[config.mk]
export PLATFORM = sky130hd
export DESIGN_NAME = sha256_stream_core
export DESIGN_NICKNAME = d
export VERILOG_FILES = /design/src/rtl/sha256_stream_core.sv
export SDC_FILE = /design/constraint.sdc
export NUM_CORES = 2
export LEC_CHECK = 0
export ABC_AREA = 1
export ABC_CLOCK_PERIOD_IN_PS = 17900
export CAP_MARGIN = 20
export CORE_MARGIN = 2
export CORE_UTILIZATION = 50
export CTS_CLUSTER_DIAMETER = 80
export CTS_CLUSTER_SIZE = 16
export DETAILED_ROUTE_END_ITERATION = 8
export DONT_BUFFER_PORTS = 1
export PLACE_DENSITY = 0.72
export SLEW_MARGIN = 20
export SYNTH_ARGS = -nofsm -noshare
export SYNTH_HDL_FRONTEND = slang
export SYNTH_SLANG_ARGS = --single-unit
[constraint.sdc]
create_clock -name clk -period 17.9 [get_ports clk]
set_input_delay 1.79 -clock clk [delete_from_list [all_inputs] [get_ports clk]]
set_output_delay 1.79 -clock clk [all_outputs]
set_load 0.01 [all_outputs]
[src/rtl/sha256_stream_core.sv]
// Streaming SHA-256 / SHA-224 engine: big-endian word stream in, FIPS 180-4 padding done
// internally, ROUNDS_PER_CYCLE compression rounds per clock, digest held on valid/ready.
module sha256_stream_core #(
  parameter int ROUNDS_PER_CYCLE = 1
) (
  input  logic         clk,
  input  logic         reset_n,
  input  logic         start,
  input  logic         mode_224,
  input  logic         in_valid,
  output logic         in_ready,
  input  logic [31:0]  in_data,
  input  logic         in_last,
  input  logic [2:0]   in_bytes,
  output logic         busy,
  output logic         out_valid,
  input  logic         out_ready,
  output logic [255:0] digest
);
  localparam int R = ROUNDS_PER_CYCLE;

  if (R != 1 && R != 2 && R != 4 && R != 8) begin : g_bad_rounds
    $error("sha256_stream_core: ROUNDS_PER_CYCLE must be 1, 2, 4 or 8");
  end

  localparam logic [31:0] K [64] = '{
    32'h428a2f98, 32'h71374491, 32'hb5c0fbcf, 32'he9b5dba5, 32'h3956c25b, 32'h59f111f1, 32'h923f82a4, 32'hab1c5ed5,
    32'hd807aa98, 32'h12835b01, 32'h243185be, 32'h550c7dc3, 32'h72be5d74, 32'h80deb1fe, 32'h9bdc06a7, 32'hc19bf174,
    32'he49b69c1, 32'hefbe4786, 32'h0fc19dc6, 32'h240ca1cc, 32'h2de92c6f, 32'h4a7484aa, 32'h5cb0a9dc, 32'h76f988da,
    32'h983e5152, 32'ha831c66d, 32'hb00327c8, 32'hbf597fc7, 32'hc6e00bf3, 32'hd5a79147, 32'h06ca6351, 32'h14292967,
    32'h27b70a85, 32'h2e1b2138, 32'h4d2c6dfc, 32'h53380d13, 32'h650a7354, 32'h766a0abb, 32'h81c2c92e, 32'h92722c85,
    32'ha2bfe8a1, 32'ha81a664b, 32'hc24b8b70, 32'hc76c51a3, 32'hd192e819, 32'hd6990624, 32'hf40e3585, 32'h106aa070,
    32'h19a4c116, 32'h1e376c08, 32'h2748774c, 32'h34b0bcb5, 32'h391c0cb3, 32'h4ed8aa4a, 32'h5b9cca4f, 32'h682e6ff3,
    32'h748f82ee, 32'h78a5636f, 32'h84c87814, 32'h8cc70208, 32'h90befffa, 32'ha4506ceb, 32'hbef9a3f7, 32'hc67178f2
  };
  localparam logic [31:0] IV_256 [8] = '{32'h6a09e667, 32'hbb67ae85, 32'h3c6ef372, 32'ha54ff53a,
                                         32'h510e527f, 32'h9b05688c, 32'h1f83d9ab, 32'h5be0cd19};
  localparam logic [31:0] IV_224 [8] = '{32'hc1059ed8, 32'h367cd507, 32'h3070dd17, 32'hf70e5939,
                                         32'hffc00b31, 32'h68581511, 32'h64f98fa7, 32'hbefa4fa4};

  typedef enum logic [2:0] {S_IDLE, S_LOAD, S_PAD, S_HASH, S_UPDATE, S_DONE} state_t;

  state_t      state, state_nxt;
  logic [31:0] h_q [8];
  logic [31:0] wv_q [8];
  logic [31:0] w_q [16];
  logic [31:0] wv_nxt [8];
  logic [31:0] w_nxt [16];
  logic [31:0] t1, t2, ws, load_word;
  logic [4:0]  idx_q;
  logic [5:0]  rnd_q;
  logic [63:0] bit_cnt_q;
  logic [2:0]  nb;
  logic        pad1_q, len_q, last_q, m224_q, accept, len_fits;

  function automatic logic [31:0] rotr(input logic [31:0] x, input int n);
    return (x >> n) | (x << (32 - n));
  endfunction
  function automatic logic [31:0] big_sigma0(input logic [31:0] x);
    return rotr(x, 2) ^ rotr(x, 13) ^ rotr(x, 22);
  endfunction
  function automatic logic [31:0] big_sigma1(input logic [31:0] x);
    return rotr(x, 6) ^ rotr(x, 11) ^ rotr(x, 25);
  endfunction
  function automatic logic [31:0] small_sigma0(input logic [31:0] x);
    return rotr(x, 7) ^ rotr(x, 18) ^ (x >> 3);
  endfunction
  function automatic logic [31:0] small_sigma1(input logic [31:0] x);
    return rotr(x, 17) ^ rotr(x, 19) ^ (x >> 10);
  endfunction

  assign in_ready  = (state == S_LOAD);
  assign busy      = (state != S_IDLE);
  assign out_valid = (state == S_DONE);
  assign accept    = in_ready & in_valid;
  // Length fits if words 14/15 are still free once the 0x80 byte has a home.
  assign len_fits  = pad1_q ? (idx_q <= 5'd14) : (idx_q <= 5'd13);

  always_comb begin
    digest = '0;
    if (state == S_DONE)
      digest = {h_q[0], h_q[1], h_q[2], h_q[3], h_q[4], h_q[5], h_q[6], m224_q ? 32'h0 : h_q[7]};
  end

  // Tail word: keep the first nb bytes, put 0x80 right after them, zero the rest.
  always_comb begin
    nb        = (in_bytes > 3'd4) ? 3'd4 : in_bytes;
    load_word = in_data;
    if (in_last && nb != 3'd4)
      load_word = (in_data & ~(32'hFFFF_FFFF >> {nb, 3'b000})) | (32'h8000_0000 >> {nb, 3'b000});
  end

  always_comb begin
    // NOTE: every variable gets a default before any branch so no latch is inferred.
    wv_nxt = wv_q;
    w_nxt  = w_q;
    t1     = '0;
    t2     = '0;
    ws     = '0;
    for (int r = 0; r < R; r++) begin
      t1 = wv_nxt[7] + big_sigma1(wv_nxt[4]) + ((wv_nxt[4] & wv_nxt[5]) ^ (~wv_nxt[4] & wv_nxt[6]))
         + K[rnd_q + 6'(r)] + w_nxt[0];
      t2 = big_sigma0(wv_nxt[0]) + ((wv_nxt[0] & wv_nxt[1]) ^ (wv_nxt[0] & wv_nxt[2]) ^ (wv_nxt[1] & wv_nxt[2]));
      ws = small_sigma1(w_nxt[14]) + w_nxt[9] + small_sigma0(w_nxt[1]) + w_nxt[0];
      for (int i = 7; i > 0; i--) wv_nxt[i] = wv_nxt[i-1];
      wv_nxt[4] = wv_nxt[4] + t1;
      wv_nxt[0] = t1 + t2;
      for (int i = 0; i < 15; i++) w_nxt[i] = w_nxt[i+1];
      w_nxt[15] = ws;
    end
  end

  always_comb begin
    state_nxt = state;
    case (state)
      S_IDLE:   if (start) state_nxt = S_LOAD;
      S_LOAD:   if (accept) begin
                  if (idx_q == 5'd15)  state_nxt = S_HASH;
                  else if (in_last)    state_nxt = S_PAD;
                end
      S_PAD:    state_nxt = S_HASH;
      S_HASH:   if (rnd_q == 6'(64 - R)) state_nxt = S_UPDATE;
      S_UPDATE: if (last_q && !len_q) state_nxt = S_PAD;
                else if (last_q)      state_nxt = S_DONE;
                else                  state_nxt = S_LOAD;
      S_DONE:   if (out_ready) state_nxt = S_IDLE;
      default:  state_nxt = S_IDLE;
    endcase
  end

  always_ff @(posedge clk or negedge reset_n) begin
    if (!reset_n) begin
      state     <= S_IDLE;
      idx_q     <= '0;
      rnd_q     <= '0;
      bit_cnt_q <= '0;
      pad1_q    <= 1'b0;
      len_q     <= 1'b0;
      last_q    <= 1'b0;
      m224_q    <= 1'b0;
    end else begin
      // NOTE: non-blocking assignments so every register samples pre-edge values.
      state <= state_nxt;
      case (state)
        S_IDLE: if (start) begin
          m224_q    <= mode_224;
          idx_q     <= '0;
          bit_cnt_q <= '0;
          pad1_q    <= 1'b0;
          len_q     <= 1'b0;
          last_q    <= 1'b0;
        end
        S_LOAD: if (accept) begin
          idx_q     <= idx_q + 5'd1;
          bit_cnt_q <= bit_cnt_q + (in_last ? 64'({nb, 3'b000}) : 64'd32);
          rnd_q     <= '0;
          if (in_last) begin
            last_q <= 1'b1;
            if (nb != 3'd4) pad1_q <= 1'b1;
          end
        end
        S_PAD: begin
          pad1_q <= 1'b1;
          rnd_q  <= '0;
          if (len_fits) len_q <= 1'b1;
        end
        S_HASH:   rnd_q <= rnd_q + 6'(R);
        S_UPDATE: idx_q <= '0;
        default: ;
      endcase
    end
  end

  // NOTE: hash state and schedule carry no reset; each is written before it is read.
  always_ff @(posedge clk) begin
    case (state)
      S_IDLE: if (start)
        for (int i = 0; i < 8; i++) h_q[i] <= mode_224 ? IV_224[i] : IV_256[i];
      S_LOAD: if (accept) begin
        w_q[idx_q[3:0]] <= load_word;
        if (idx_q == 5'd15) wv_q <= h_q;
      end
      S_PAD: begin
        for (int i = 0; i < 16; i++)
          if (5'(i) >= idx_q) w_q[i] <= (5'(i) == idx_q && !pad1_q) ? 32'h8000_0000 : 32'h0;
        if (len_fits) begin
          w_q[14] <= bit_cnt_q[63:32];
          w_q[15] <= bit_cnt_q[31:0];
        end
        wv_q <= h_q;
      end
      S_HASH: begin
        wv_q <= wv_nxt;
        w_q  <= w_nxt;
      end
      S_UPDATE: for (int i = 0; i < 8; i++) h_q[i] <= h_q[i] + wv_q[i];
      default: ;
    endcase
  end
endmodule

==> results by stage <==
Place:
- The last weighted congestion value of the routability-driven placer is 1.059.
- The count of buffers inserted at the top-level ports is 0.
- The detailed placer's ending HPWL is 241.5 mm.
- The instance count after placement with tap cells included is 11400.

Die:
- Measured along the x axis, the die boundary spans 402.8 um.
- The starting density of the core is 50.27%.
- The core region is 158200 um2.
- Pin placement for this block handled 301 I/O pins.
- The die covers 162300 um2.
- Row generation in the floorplan step produced 146 rows.
- In this run the vertical extent of the chip is 402.8 um.

Global route:
- The maximum number of pins on one net before global-route repair is 240.
- The global-route wire length before repair is 452.9 mm.
- The global-route usage over all layers is 37.78%.
- The number of antenna violations at the first check in global routing is 12.
- The total overflow reported by the global router is 0.
- The number of global-route vias before repair was 66450.

Yosys:
- The synthesized cell area is 79530 um2.
- The number of standard cells after synthesis is 9651.
- After synthesis, the share of flip-flops with an asynchronous set or reset is 7.162%.
- Synthesis produced a netlist with a net count of 10290.
- Each instance of the synthesized netlist takes up on average 8.241 um2.
- Of the synthesized area, sequential elements account for 41.15%.
- Among all flip-flop cells after synthesis, the most frequent one is sky130_fd_sc_hd__edfxtp_1.
- Counting flops with a built-in enable in the synthesized netlist gives 1024.
- The count of state elements after synthesis is 1103.
- During synthesis, Yosys emitted a total of 0 warnings.
- The number of different library cells used by synthesis comes to 64.

Clock tree:
- The tree is rooted in a sky130_fd_sc_hd__clkbuf_16.
- Counting the buffers created by CTS gives 93.
- The H-tree depth reported by CTS is 3.
- Once the clock tree was built, the resizer swapped 0 gates to a different size.
- For the worst-skew pair, the clock arrives at the later sink with an insertion delay of 0.76 ns.
- After clock tree synthesis, the setup repair step added 0 buffers.
- The largest buffer count on any clock path is 3.
- The tree built by TritonCTS fans out to 1103 sinks.
- Hold repair after CTS inserted 0 buffers.
- The CTS tree is yes.
- After clock tree synthesis, the clock-pin slew on the worst setup and hold paths is 0.07 ns.

Layout:
- At the end of the flow, the number of nets in the layout was 10060.
- The most common library cell in the layout ignoring fill and taps is sky130_fd_sc_hd__nand2_1.
- The filler cells instantiated in the layout total 14950.
- In the layout the commonest cells are sky130_fd_sc_hd__nand2_1, sky130_fd_sc_hd__inv_1, sky130_fd_sc_hd__o21ai_0.
- The share of layout cells above drive strength 1 is 3.872%.
- Once layout is complete, the cells apart from fillers number 11560.
- The area growth from synthesis to final layout is 6.170%.

Setup path:
- The type of element launching the critical path is a flip-flop.
- The critical path is of the reg -> reg type.
- STA classifies the critical path endpoint as a flip-flop.
- The data required time at the worst endpoint is 18.40 ns.
- Data arrives at the worst endpoint at 8.92 ns.
- For flop-to-flop paths, the worst setup slack is 9.47 ns.
- The highest net fanout along the worst path is 29.

Flow run:
- The number of maximum-capacitance violations is 0.

Timing:
- The worst pin sits at a relative slew slack of 20.24%.
- The actual transition at the worst max-transition pin is 1.196 ns.
- The total negative slack is 0 ns.
- The post-route clock period utilization is 47.08%.
- Setup repair after global routing left no endpoint under its margin.
- The hold violation count in the final report is 0.
- Clock skew on the completed layout was measured at 0.05303 ns.
- Setup violations remaining at the end of the flow were counted as 0.
- The time the worst path needs with I/O delays and setup is 8.427 ns.
- The final max-slew violation count is 0.
- The fmax is 118.7 MHz.

Drt:
- After the first detailed-routing iteration, the DRC count stood at 9809.
- For this block, the via count after detailed routing is 71590.
- The antenna violation net count after detailed routing is 0.
- After detailed routing, the average wire length per cell comes to 27.24 um.
- The first detailed-routing pass took 6 iterations.
- After detailed routing, the number of remaining DRC violations is 0.
- The number of vias per cell is 6.193.
- The final layout contains routed wiring with a total length of 314.9 mm.

Min path:
- The class of the worst hold path is reg -> reg.

Outcome:
- The flow ran to the end, and the final reports show no timing, DRC or antenna violations.
-- critical path: stages (launching register included) --
cell and delay, ns:
sky130_fd_sc_hd__dfrtp_1 0.76, sky130_fd_sc_hd__clkinv_1 0.41, sky130_fd_sc_hd__buf_4 0.36, sky130_fd_sc_hd__nor2_1 0.77
sky130_fd_sc_hd__inv_1 0.46, sky130_fd_sc_hd__o21ai_0 0.26, sky130_fd_sc_hd__a221oi_1 0.07, sky130_fd_sc_hd__a32o_1 0.27
sky130_fd_sc_hd__fa_1 0.57, sky130_fd_sc_hd__inv_1 0.06, sky130_fd_sc_hd__ha_1 0.41, sky130_fd_sc_hd__nand2_1 0.13
sky130_fd_sc_hd__nor3_1 0.37, sky130_fd_sc_hd__nand2_1 0.08, sky130_fd_sc_hd__o21ai_0 0.36, sky130_fd_sc_hd__a31oi_1 0.17
sky130_fd_sc_hd__xnor2_1 0.60, sky130_fd_sc_hd__fa_1 0.53, sky130_fd_sc_hd__ha_1 0.44, sky130_fd_sc_hd__nand2_1 0.14
sky130_fd_sc_hd__nor2_1 0.15, sky130_fd_sc_hd__nand2_1 0.09, sky130_fd_sc_hd__nor3_1 0.14, sky130_fd_sc_hd__nand2_1 0.07
sky130_fd_sc_hd__o211ai_1 0.17, sky130_fd_sc_hd__nand3_1 0.12, sky130_fd_sc_hd__nand3_1 0.10, sky130_fd_sc_hd__nand2_1 0.08
-- state kept, by name (all words and copies together), names as in the netlist --
name and flops:
w_q 32, wv_nxt 192, rnd_q 6, pad1_q 1
len_q 1, wv_q 64, state 3, idx_q 5
m224_q 1, last_q 1, bit_cnt_q 61, h_q 256
w_nxt 480
-- routing by layer --
layer  track usage, %  vias to the layer above  routed length [um]  share of wire, %
li1                 -                    32120                   -                 -
met5                0                        -                  46             0.015
met1            53.03                    34460              127800                41
met4            16.91                        8               16840               5.3
met2            55.61                     4296              133200                42
met3            8.739                      696               37000                12
-- cells in the mapped netlist (63+ instances only) --
cell type	n	area [um2]
sky130_fd_sc_hd__nand2_1	1994	7485
sky130_fd_sc_hd__inv_1	1254	4707
sky130_fd_sc_hd__o21ai_0	1142	5715
sky130_fd_sc_hd__edfxtp_1	1024	30750
sky130_fd_sc_hd__nor2_1	809	3037
sky130_fd_sc_hd__a21oi_1	607	3038
sky130_fd_sc_hd__ha_1	402	5030
sky130_fd_sc_hd__nand3_1	364	1822
sky130_fd_sc_hd__clkbuf_1	285	1070
sky130_fd_sc_hd__xor2_1	199	1743
sky130_fd_sc_hd__fa_1	198	3964
sky130_fd_sc_hd__xnor2_1	190	1664
sky130_fd_sc_hd__nor3_1	174	870.8
sky130_fd_sc_hd__buf_2	95	475.5
sky130_fd_sc_hd__nand4_1	89	556.8
sky130_fd_sc_hd__dfrtp_1	79	1977
sky130_fd_sc_hd__a21o_1	63	473.0
-- path summary, 6_finish.rpt --
path | start | endpoint | depth (start not counted)
max in group asynchronous | reset_n | rnd_q[4] | 0
max reg2reg | rnd_q[3] | wv_nxt[223] | 27
min | m224_q | m224_q | 2
max | rnd_q[3] | wv_nxt[223] | 27
min reg2reg | m224_q | m224_q | 2
min in group asynchronous | reset_n | bit_cnt_q[4] | 0
-- final cells by class --
cell class | instances | area (um2) | area share [%]
timing repair buffer | 70 | 648.1 | 0.7676
multi-input combinational | 6883 | 40640 | 48.13
inverter | 1271 | 4790 | 5.672
antenna | 9 | 22.52 | 0.02667
clock buffer | 108 | 2426 | 2.873
tap | 2072 | 2592 | 3.070
sequential | 1103 | 32730 | 38.76
clock inverter | 43 | 593.1 | 0.7024
-- kinds of logic after synthesis --
| kind of cell | Yosys count | synth area share [%] |
|---|---|---|
| multiplexers | 27 | 0.3792 |
| flip-flops | 1103 | 41.15 |
| adder cells (fa/ha/maj) | 629 | 11.67 |
| buffers and inverters | 1665 | 8.017 |
| XOR/XNOR | 389 | 4.284 |
| AND/OR/NAND/NOR | 3571 | 18.59 |
| AO/OA/AOI/OAI | 2267 | 15.91 |
-- through the flow --
stage	worst slack (ns)	instance area (um2)	hold slack [ns]	utilization [%]
after floorplan	4.249	79530	0.4530	-
after global placement	9.663	81280	0.4684	51.38
after detailed placement	9.755	81340	0.4684	51.41
after CTS	9.667	84350	0.4883	53.32
after global routing	8.898	84420	0.5054	53.37
final	9.473	84440	0.4822	53.37
Power is not shown: default switching activity piles up to over one toggle a cycle in this logic, so the estimate is an artifact.
